## src/rtl/mem_port_arbiter.sv

```systemverilog
// Sequences IF and DM requests onto the single MMU port; DM has priority, with a run limit so a pending fetch still gets through.
// Latency: grant 1 cycle after request, ack 1 cycle after mmu_done; requesters hold until ack, and mmu_* stay frozen until mmu_done.
module mem_port_arbiter #(
    parameter int ADDR_W    = 32,
    parameter int DATA_W    = 32,
    parameter int MAX_D_RUN = 4
) (
    input  logic              clk,
    input  logic              rst,
    input  logic              if_req,
    input  logic [ADDR_W-1:0] if_addr,
    output logic [DATA_W-1:0] if_rdata,
    output logic              if_ack,
    input  logic              dm_req,
    input  logic              dm_we,
    input  logic              dm_byte,
    input  logic [ADDR_W-1:0] dm_addr,
    input  logic [DATA_W-1:0] dm_wdata,
    output logic [DATA_W-1:0] dm_rdata,
    output logic              dm_ack,
    output logic              mmu_req,
    output logic              mmu_we,
    output logic              mmu_byte,
    output logic [ADDR_W-1:0] mmu_addr,
    output logic [DATA_W-1:0] mmu_wdata,
    input  logic [DATA_W-1:0] mmu_rdata,
    input  logic              mmu_done,
    output logic [1:0]        grant,
    output logic              busy
);

    typedef enum logic [1:0] {
        S_IDLE   = 2'd0,
        S_BUSY_I = 2'd1,
        S_BUSY_D = 2'd2
    } state_t;

    localparam logic [2:0] RUN_MAX = 3'(MAX_D_RUN);

    state_t     r_state;
    state_t     w_state_nxt;
    logic [2:0] r_run_cnt;
    logic       w_if_elig;
    logic       w_dm_elig;
    logic       w_grant_if;
    logic       w_grant_dm;
    logic       w_done;

    // A request still held during its own ack cycle must not win a second grant.
    assign w_if_elig  = if_req & ~if_ack;
    assign w_dm_elig  = dm_req & ~dm_ack;
    assign w_grant_if = (r_state == S_IDLE) & w_if_elig & (~w_dm_elig | (r_run_cnt == RUN_MAX));
    assign w_grant_dm = (r_state == S_IDLE) & w_dm_elig & ~w_grant_if;
    assign w_done     = (r_state != S_IDLE) & mmu_done;

    always_ff @(posedge clk) begin
        if (!rst) begin
            r_state <= S_IDLE;
        end else begin
            r_state <= w_state_nxt;
        end
    end

    always_comb begin
        w_state_nxt = r_state;
        case (r_state)
            S_IDLE: begin
                if (w_grant_dm) begin
                    w_state_nxt = S_BUSY_D;
                end else if (w_grant_if) begin
                    w_state_nxt = S_BUSY_I;
                end
            end
            S_BUSY_I, S_BUSY_D: begin
                if (mmu_done) begin
                    w_state_nxt = S_IDLE;
                end
            end
            default: w_state_nxt = S_IDLE;
        endcase
    end

    always_ff @(posedge clk) begin
        if (!rst) begin
            mmu_req   <= 1'b0;
            mmu_we    <= 1'b0;
            mmu_byte  <= 1'b0;
            mmu_addr  <= '0;
            mmu_wdata <= '0;
            if_ack    <= 1'b0;
            dm_ack    <= 1'b0;
            if_rdata  <= '0;
            dm_rdata  <= '0;
            grant     <= 2'b00;
            busy      <= 1'b0;
            r_run_cnt <= 3'd0;
        end else begin
            if_ack <= 1'b0;
            dm_ack <= 1'b0;
            if (w_grant_dm) begin
                mmu_req   <= 1'b1;
                mmu_we    <= dm_we;
                mmu_byte  <= dm_byte;
                mmu_addr  <= dm_addr;
                mmu_wdata <= dm_wdata;
                grant     <= 2'b10;
                busy      <= 1'b1;
                // Only data wins that actually held off a waiting fetch count toward the limit.
                if (!if_req) begin
                    r_run_cnt <= 3'd0;
                end else if (r_run_cnt != RUN_MAX) begin
                    r_run_cnt <= r_run_cnt + 3'd1;
                end
            end else if (w_grant_if) begin
                mmu_req   <= 1'b1;
                mmu_we    <= 1'b0;
                mmu_byte  <= 1'b0;
                mmu_addr  <= if_addr;
                grant     <= 2'b01;
                busy      <= 1'b1;
                r_run_cnt <= 3'd0;
            end else if (w_done) begin
                mmu_req <= 1'b0;
                grant   <= 2'b00;
                busy    <= 1'b0;
                if (r_state == S_BUSY_I) begin
                    if_rdata <= mmu_rdata;
                    if_ack   <= 1'b1;
                end else begin
                    if (!mmu_we) begin
                        dm_rdata <= mmu_rdata;
                    end
                    dm_ack <= 1'b1;
                end
            end
        end
    end

endmodule

```

## config.mk

```make
export PLATFORM = sky130hd
export DESIGN_NAME = mem_port_arbiter
export DESIGN_NICKNAME = d
export VERILOG_FILES = /design/src/rtl/mem_port_arbiter.sv
export SDC_FILE = /design/constraint.sdc
export NUM_CORES = 1
export LEC_CHECK = 0
export ABC_CLOCK_PERIOD_IN_PS = 2800
export CORE_MARGIN = 2
export CORE_UTILIZATION = 38
export DETAILED_ROUTE_END_ITERATION = 8
export GPL_ROUTABILITY_DRIVEN = 0
export PLACE_DENSITY = 0.76
export SYNTH_ARGS = -nofsm -noshare
export SYNTH_HDL_FRONTEND = slang
export SYNTH_SLANG_ARGS = --single-unit
export TNS_END_PERCENT = 1
```

## constraint.sdc

```tcl
create_clock -name clk -period 2.8 [get_ports clk]
set_input_delay 0.84 -clock clk [delete_from_list [all_inputs] [get_ports clk]]
set_output_delay 0.84 -clock clk [all_outputs]
set_load 0.05 [all_outputs]
```

==> results.json, run 1 <==
{
  "status": "complete, no violations",
  "drv_cap": 0,
  "numCtsBuffers": 17,
  "grt_max_degree": 72,
  "ff2ff_setup_slack_ns": 0.93,
  "clkPwrFrac": 0.377,
  "nFillCells": 1248,
  "drc_errors": 0,
  "tns_ns": 0,
  "timing_hold_violations_final": 0,
  "grt_use_total": 0.203,
  "p_int_mw": 4.28,
  "cp.buffers_inverters": 1,
  "power_leakage_nw": 3.29,
  "preCtsSetupSlack_ns": 0.408,
  "synth-edff-count": 0,
  "chipWidth_um": 125,
  "critPathTopFamily": "buffers and inverters",
  "powerDensity_nw_per_um2": 690,
  "synth_common_cells": "235 x nand2_1, 140 x dfxtp_1, 67 x a21oi_1, 52 x a21boi_1, 47 x a21boi_0",
  "cts.sinks": 140,
  "clockBufferDepth": 2,
  "path_clk_slew_ns": 0.05,
  "multiInputGateArea_sq_um": 2440,
  "slowest_stage": "clkdlybuf4s50_1",
  "h-tree-depth": 4,
  "synth_cells": 671,
  "reg2reg_to": "dm_rdata[14]$_SDFFE_PN0P_",
  "synth_nets": 811,
  "final_nets": 1061,
  "r2r_cells": 7,
  "yosysUniqueCellTypes": 33,
  "io-pin-count": 271,
  "worstPathArrival_ns": 1.70,
  "yosys.area.top_type_share": 0.505,
  "vias_per_cell": 4.88,
  "switchingPower_mw": 1.93,
  "switching_share": 0.311,
  "yosysSeqAreaShare": 0.505,
  "yosysTopAreaCell": "dfxtp_1",
  "ctsHoldBuffers": 0,
  "rsz0062_at_grt": "no",
  "min_to": "dm_rdata[30]$_SDFFE_PN0P_",
  "dieArea_sq_um": 15600,
  "finalCritPeriodShare": 0.907,
  "setup_slack_ns": 0.259,
  "cts-resized-gates": 0,
  "synthArstFlopShare": 0,
  "crit_type": "reg2out",
  "setup_violations": 0,
  "grt_pass1_vias": 5111,
  "area_growth_pct": 62.1,
  "dr.pass1.iters": 6,
  "synth-main-ff-cell": "dfxtp_1",
  "start_util": 0.386,
  "wl_per_cell_um": 14.3,
  "avgSynthCellArea_sq_um": 8.27,
  "whs_path_depth": 2,
  "fin_crit_ns": 2.54,
  "holdCritStartpoint": "dm_rdata[30]$_SDFFE_PN0P_",
  "ir_worst_vdd_mv": 0.336,
  "die_h_um": 125,
  "syn-cell-area_sq_um": 5550,
  "slowest_delay_ns": 0.86,
  "drive_above_1_share": 0.0547,
  "drt_iter0_drc": 275,
  "tightestPinTransition_ns": 0.556,
  "portBuffers": 270,
  "finClkSkew_ns": 0.00516,
  "cp_cell_sequence": "clkdlybuf4s50_1",
  "rows": 44,
  "power_frac_seq": 0.360,
  "slew_headroom": 0.628,
  "cp.required_ns": 1.96,
  "insertion_delay_ns": 0.41,
  "grt_pass1_wl_mm": 25.9,
  "dpl.hpwl_mm": 10.8,
  "cts_tree": "done",
  "worstPathMaxFanout": 4,
  "yosysMostFrequentCell": "nand2_1",
  "wl_mm": 15.9,
  "cp-start-kind": "flip-flop",
  "ys_ff_latch": 140,
  "drtAntennaViolNets": 0,
  "num_antenna_cells": 0,
  "end_kind": "primary output",
  "grt-ovfl-total": 0,
  "antenna_found_initial": 0,
  "slew_viol_final": 0,
  "rr_startpoint": "r_state[0]$_SDFFE_PN0P_",
  "power_frac_comb": 0.263,
  "clk_root_buffer_cell": "clkbuf_16",
  "ys_warn_count": 0,
  "num_vias": 5451,
  "synth.area.top_cells": "dfxtp_1 51%, nand2_1 16%, a21boi_1 7.0%",
  "ff_latch_area_sq_um": 2800,
  "max_freq_ghz": 0.394,
  "worstHoldPathType": "reg2reg",
  "postCtsSetupRepairBufs": 0,
  "coreArea_sq_um": 14400
}
## registers in the layout, summed over array words and instances, names as in the netlist, 2 cells and up
| register | cells |
|---|---|
| if_rdata | 32 |
| mmu_wdata | 32 |
| r_run_cnt | 3 |
| r_state | 2 |
| mmu_addr | 32 |
| dm_rdata | 32 |
| grant | 2 |
## placed cells by master, fill, tap and decap left out, drive strengths merged
cell | synthesis | routed
o21a | 1 | 1
a22oi | 2 | 2
o211ai | 1 | 1
clkdlybuf4s50 | 0 | 269
nor2 | 2 | 2
clkinvlp | 0 | 3
o21ai | 35 | 35
inv | 5 | 5
or3 | 1 | 1
and2 | 1 | 1
nor3 | 2 | 2
ha | 5 | 5
clkinv | 0 | 5
nand2 | 235 | 235
clkbuf | 22 | 19
nand3 | 6 | 6
nand2b | 2 | 2
buf | 30 | 14
and3 | 3 | 3
o31ai | 1 | 1
and2b | 1 | 1
nand4 | 1 | 1
dfxtp | 140 | 140
bufinv | 0 | 4
a21oi | 67 | 67
a21boi | 99 | 99
o22ai | 2 | 2
nor2b | 6 | 6
nand4b | 1 | 1
## worst min-delay path, delay by kind of cell, from the launching register on
family             cells  cell delay [ns]
DFF                    1             0.30
AOI/OAI and AO/OA      1             0.05
and+or+nand+nor        1             0.05
## stage by stage
stage | hold slack (ns) | std cells | total power [mW] | cell area (sq um) | util
after detailed placement | 0.445 | 1086 | 3.91 | 8380 | 0.583
after global placement | 0.439 | 1086 | 3.90 | 8380 | 0.583
after CTS | 0.454 | 1117 | 6.28 | 8990 | 0.626
after global routing | 0.465 | 1117 | 6.48 | 8990 | 0.626
final | 0.452 | 1117 | 6.21 | 8990 | 0.626
after floorplan | 0.446 | 671 | 3.28 | 5550 | -
## how the worst max path moves through the flow
stage / slack (ns) / depth (start not counted) / to / start
final: 0.26 / 1 / mmu_we / mmu_we$_SDFFE_PN0P_
after global routing: 0.21 / 1 / mmu_we / mmu_we$_SDFFE_PN0P_
after CTS: 0.22 / 1 / mmu_we / mmu_we$_SDFFE_PN0P_
after detailed placement: 0.41 / 6 / mmu_addr[10]$_SDFFE_PN0P_ / if_req
after global placement: 0.43 / 7 / mmu_addr[6]$_SDFFE_PN0P_ / dm_req
after floorplan: 0.92 / 7 / mmu_addr[13]$_SDFFE_PN0P_ / dm_req
## per-layer routing
metal | GRT usage | share of wire
met3 | 0.0756 | 0.090
met4 | 0.0739 | 0.022
met1 | 0.250 | 0.43
met2 | 0.327 | 0.46
met5 | 0 | 0
## final cells by class
cell class | instances | area share
clock buffer | 19 | 0.0493
clock inverter | 12 | 0.0191
inverter | 5 | 0.00209
multi-input combinational | 474 | 0.271
sequential | 140 | 0.312
tap | 184 | 0.0256
timing repair buffer | 283 | 0.321
## power groups by stage
stage	clock (mW)	sequential, mW	combinational [mW]
6_report	2.34	2.24	1.63
5_1_grt	2.48	2.25	1.74
4_1_cts	2.40	2.24	1.64
3_5_place_dp	0	2.28	1.64
3_3_place_gp	0	2.27	1.63
2_1_floorplan	0	2.81	0.474
## cell families (layout without fill, tap and decap cells)
group | Yosys count | count (layout) | synth area share
buf+inv | 57 | 319 | 0.0568
compound gates | 208 | 208 | 0.237
flops | 140 | 140 | 0.505
simple gates | 261 | 261 | 0.189
fa+ha+maj | 5 | 5 | 0.0113
No activity file was read; power rests on OpenSTA's default activity.
==> run 2, diff against run 1 <==
--- a/config.mk
+++ b/config.mk
@@ -7,10 +7,10 @@
 export LEC_CHECK = 0
 export ABC_CLOCK_PERIOD_IN_PS = 2800
 export CORE_MARGIN = 2
-export CORE_UTILIZATION = 38
+export CORE_UTILIZATION = 44
 export DETAILED_ROUTE_END_ITERATION = 8
 export GPL_ROUTABILITY_DRIVEN = 0
-export PLACE_DENSITY = 0.76
+export PLACE_DENSITY_LB_ADDON = 0.2
 export SYNTH_ARGS = -nofsm -noshare
 export SYNTH_HDL_FRONTEND = slang
 export SYNTH_SLANG_ARGS = --single-unit
==> results.json, run 2 (synthesis gave the netlist of run 1 again) <==
{
  "status": "complete, no violations",
  "grt_max_degree": 80,
  "area_growth_pct": 59.7,
  "start_util": 0.445,
  "finClkSkew_ns": 0.00903,
  "dr.pass1.iters": 4,
  "cts-resized-gates": 0,
  "wl_per_cell_um": 15.1,
  "slowest_delay_ns": 0.88,
  "dpl.cell_count": 1074,
  "max_freq_ghz": 0.388,
  "ctsHoldBuffers": 0,
  "whs_path_depth": 2,
  "slew_headroom": 0.616,
  "powerDensity_nw_per_um2": 666,
  "setup_violations": 0,
  "critPathTopFamily": "buffers and inverters",
  "cts.sinks": 140,
  "portBuffers": 270,
  "rows": 41,
  "chipWidth_um": 116,
  "end_kind": "primary output",
  "grt_use_total": 0.245,
  "stdcell_count": 1106,
  "ir_worst_vdd_mv": 0.401,
  "drt_iter0_drc": 316,
  "mostFrequentLayoutCells": "269 x clkdlybuf4s50_1, 235 x nand2_1, 140 x dfxtp_1, 67 x a21oi_1, 52 x a21boi_1",
  "slew_viol_final": 0,
  "clk_root_buffer_cell": "clkbuf_16",
  "rr_startpoint": "r_state[0]$_SDFFE_PN0P_",
  "rsz0062_at_grt": "no",
  "power_leakage_nw": 3.25,
  "cp.buffers_inverters": 1,
  "min_to": "if_rdata[3]$_SDFFE_PN0P_",
  "drive_above_1_share": 0.0535,
  "finalCritPeriodShare": 0.921,
  "cp-start-kind": "flip-flop",
  "clockBufferDepth": 2,
  "antenna_found_initial": 0,
  "coreArea_sq_um": 12500,
  "crit_start": "mmu_we$_SDFFE_PN0P_",
  "worstHoldPathType": "reg2reg",
  "drc_errors": 0,
  "vias_per_cell": 5.02,
  "cts_tree": "done",
  "r2r_cells": 7,
  "cp.required_ns": 1.96,
  "die_h_um": 116,
  "postCtsSetupRepairBufs": 0,
  "worstPathArrival_ns": 1.74,
  "dieArea_sq_um": 13500,
  "grt-ovfl-total": 0,
  "io-pin-count": 271,
  "h-tree-depth": 4,
  "reg2reg_to": "dm_rdata[2]$_SDFFE_PN0P_",
  "final_nets": 1061,
  "drv_cap": 0,
  "timing_hold_violations_final": 0,
  "num_vias": 5556,
  "crit_type": "reg2out",
  "insertion_delay_ns": 0.42,
  "tightestPinTransition_ns": 0.574,
  "wl_mm": 16.7,
  "ff2ff_setup_slack_ns": 0.89,
  "dpl.hpwl_mm": 12.0,
  "numCtsBuffers": 17,
  "num_antenna_cells": 0,
  "grt_pass1_vias": 5465,
  "tns_ns": 0,
  "grt_pass1_wl_mm": 25.7,
  "drtAntennaViolNets": 0,
  "holdCritStartpoint": "if_rdata[3]$_SDFFE_PN0P_",
  "worstPathMaxFanout": 4,
  "cp_cell_sequence": "clkdlybuf4s50_1",
  "path_clk_slew_ns": 0.05,
  "fin_crit_ns": 2.58,
  "slowest_stage": "clkdlybuf4s50_1",
  "layout_commonest_cell": "clkdlybuf4s50_1"
}
## run 2: routing by layer
| metal | wire, um | vias up | GRT usage |
|---|---|---|---|
| li1 | - | 2714 | - |
| met1 | 6420 | 2579 | 0.260 |
| met2 | 8140 | 222 | 0.422 |
| met3 | 1550 | 41 | 0.0893 |
| met4 | 604 | 0 | 0.135 |
| met5 | 0 | - | 0 |
## run 2: worst min-delay path: stages, from the launching register on
cell and delay (ns):
dfxtp_1 0.30, nand2_1 0.05, a21boi_1 0.05
## run 2: worst max-delay path by stage
stage                                           end  slack, ns  cells after the start
after floorplan           mmu_addr[13]$_SDFFE_PN0P_       0.92                      7
final                                        mmu_we       0.22                      1
after global routing                         mmu_we       0.20                      1
after detailed placement   mmu_addr[2]$_SDFFE_PN0P_       0.40                      7
after global placement     mmu_addr[6]$_SDFFE_PN0P_       0.42                      7
after CTS                                    mmu_we       0.22                      1
## run 2: power by group
group          switching (mW)  total [mW]  internal (mW)
clock network           0.791        2.03           1.24
registers              0.0823        2.24           2.16
logic                    1.02        1.63          0.610
## run 2: area by class of cell
| cell class | count | area, sq um |
|---|---|---|
| fill | 982 | 3610 |
| multi-input combinational | 474 | 2440 |
| clock buffer | 25 | 505 |
| timing repair buffer | 283 | 2840 |
| sequential | 140 | 2800 |
| clock inverter | 7 | 37.5 |
| tap | 172 | 215 |
| inverter | 5 | 18.8 |
## run 2: stage by stage
stage	utilization	setup WS, ns	power [mW]	hold slack (ns)	area (sq um)
finish	0.710	0.220	5.90	0.451	8860
global route	0.710	0.199	6.13	0.466	8860
CTS	0.710	0.218	5.94	0.452	8860
detailed placement	0.667	0.402	3.91	0.445	8310
global placement	0.667	0.423	3.88	0.440	8310
floorplan	-	0.916	3.28	0.446	5550
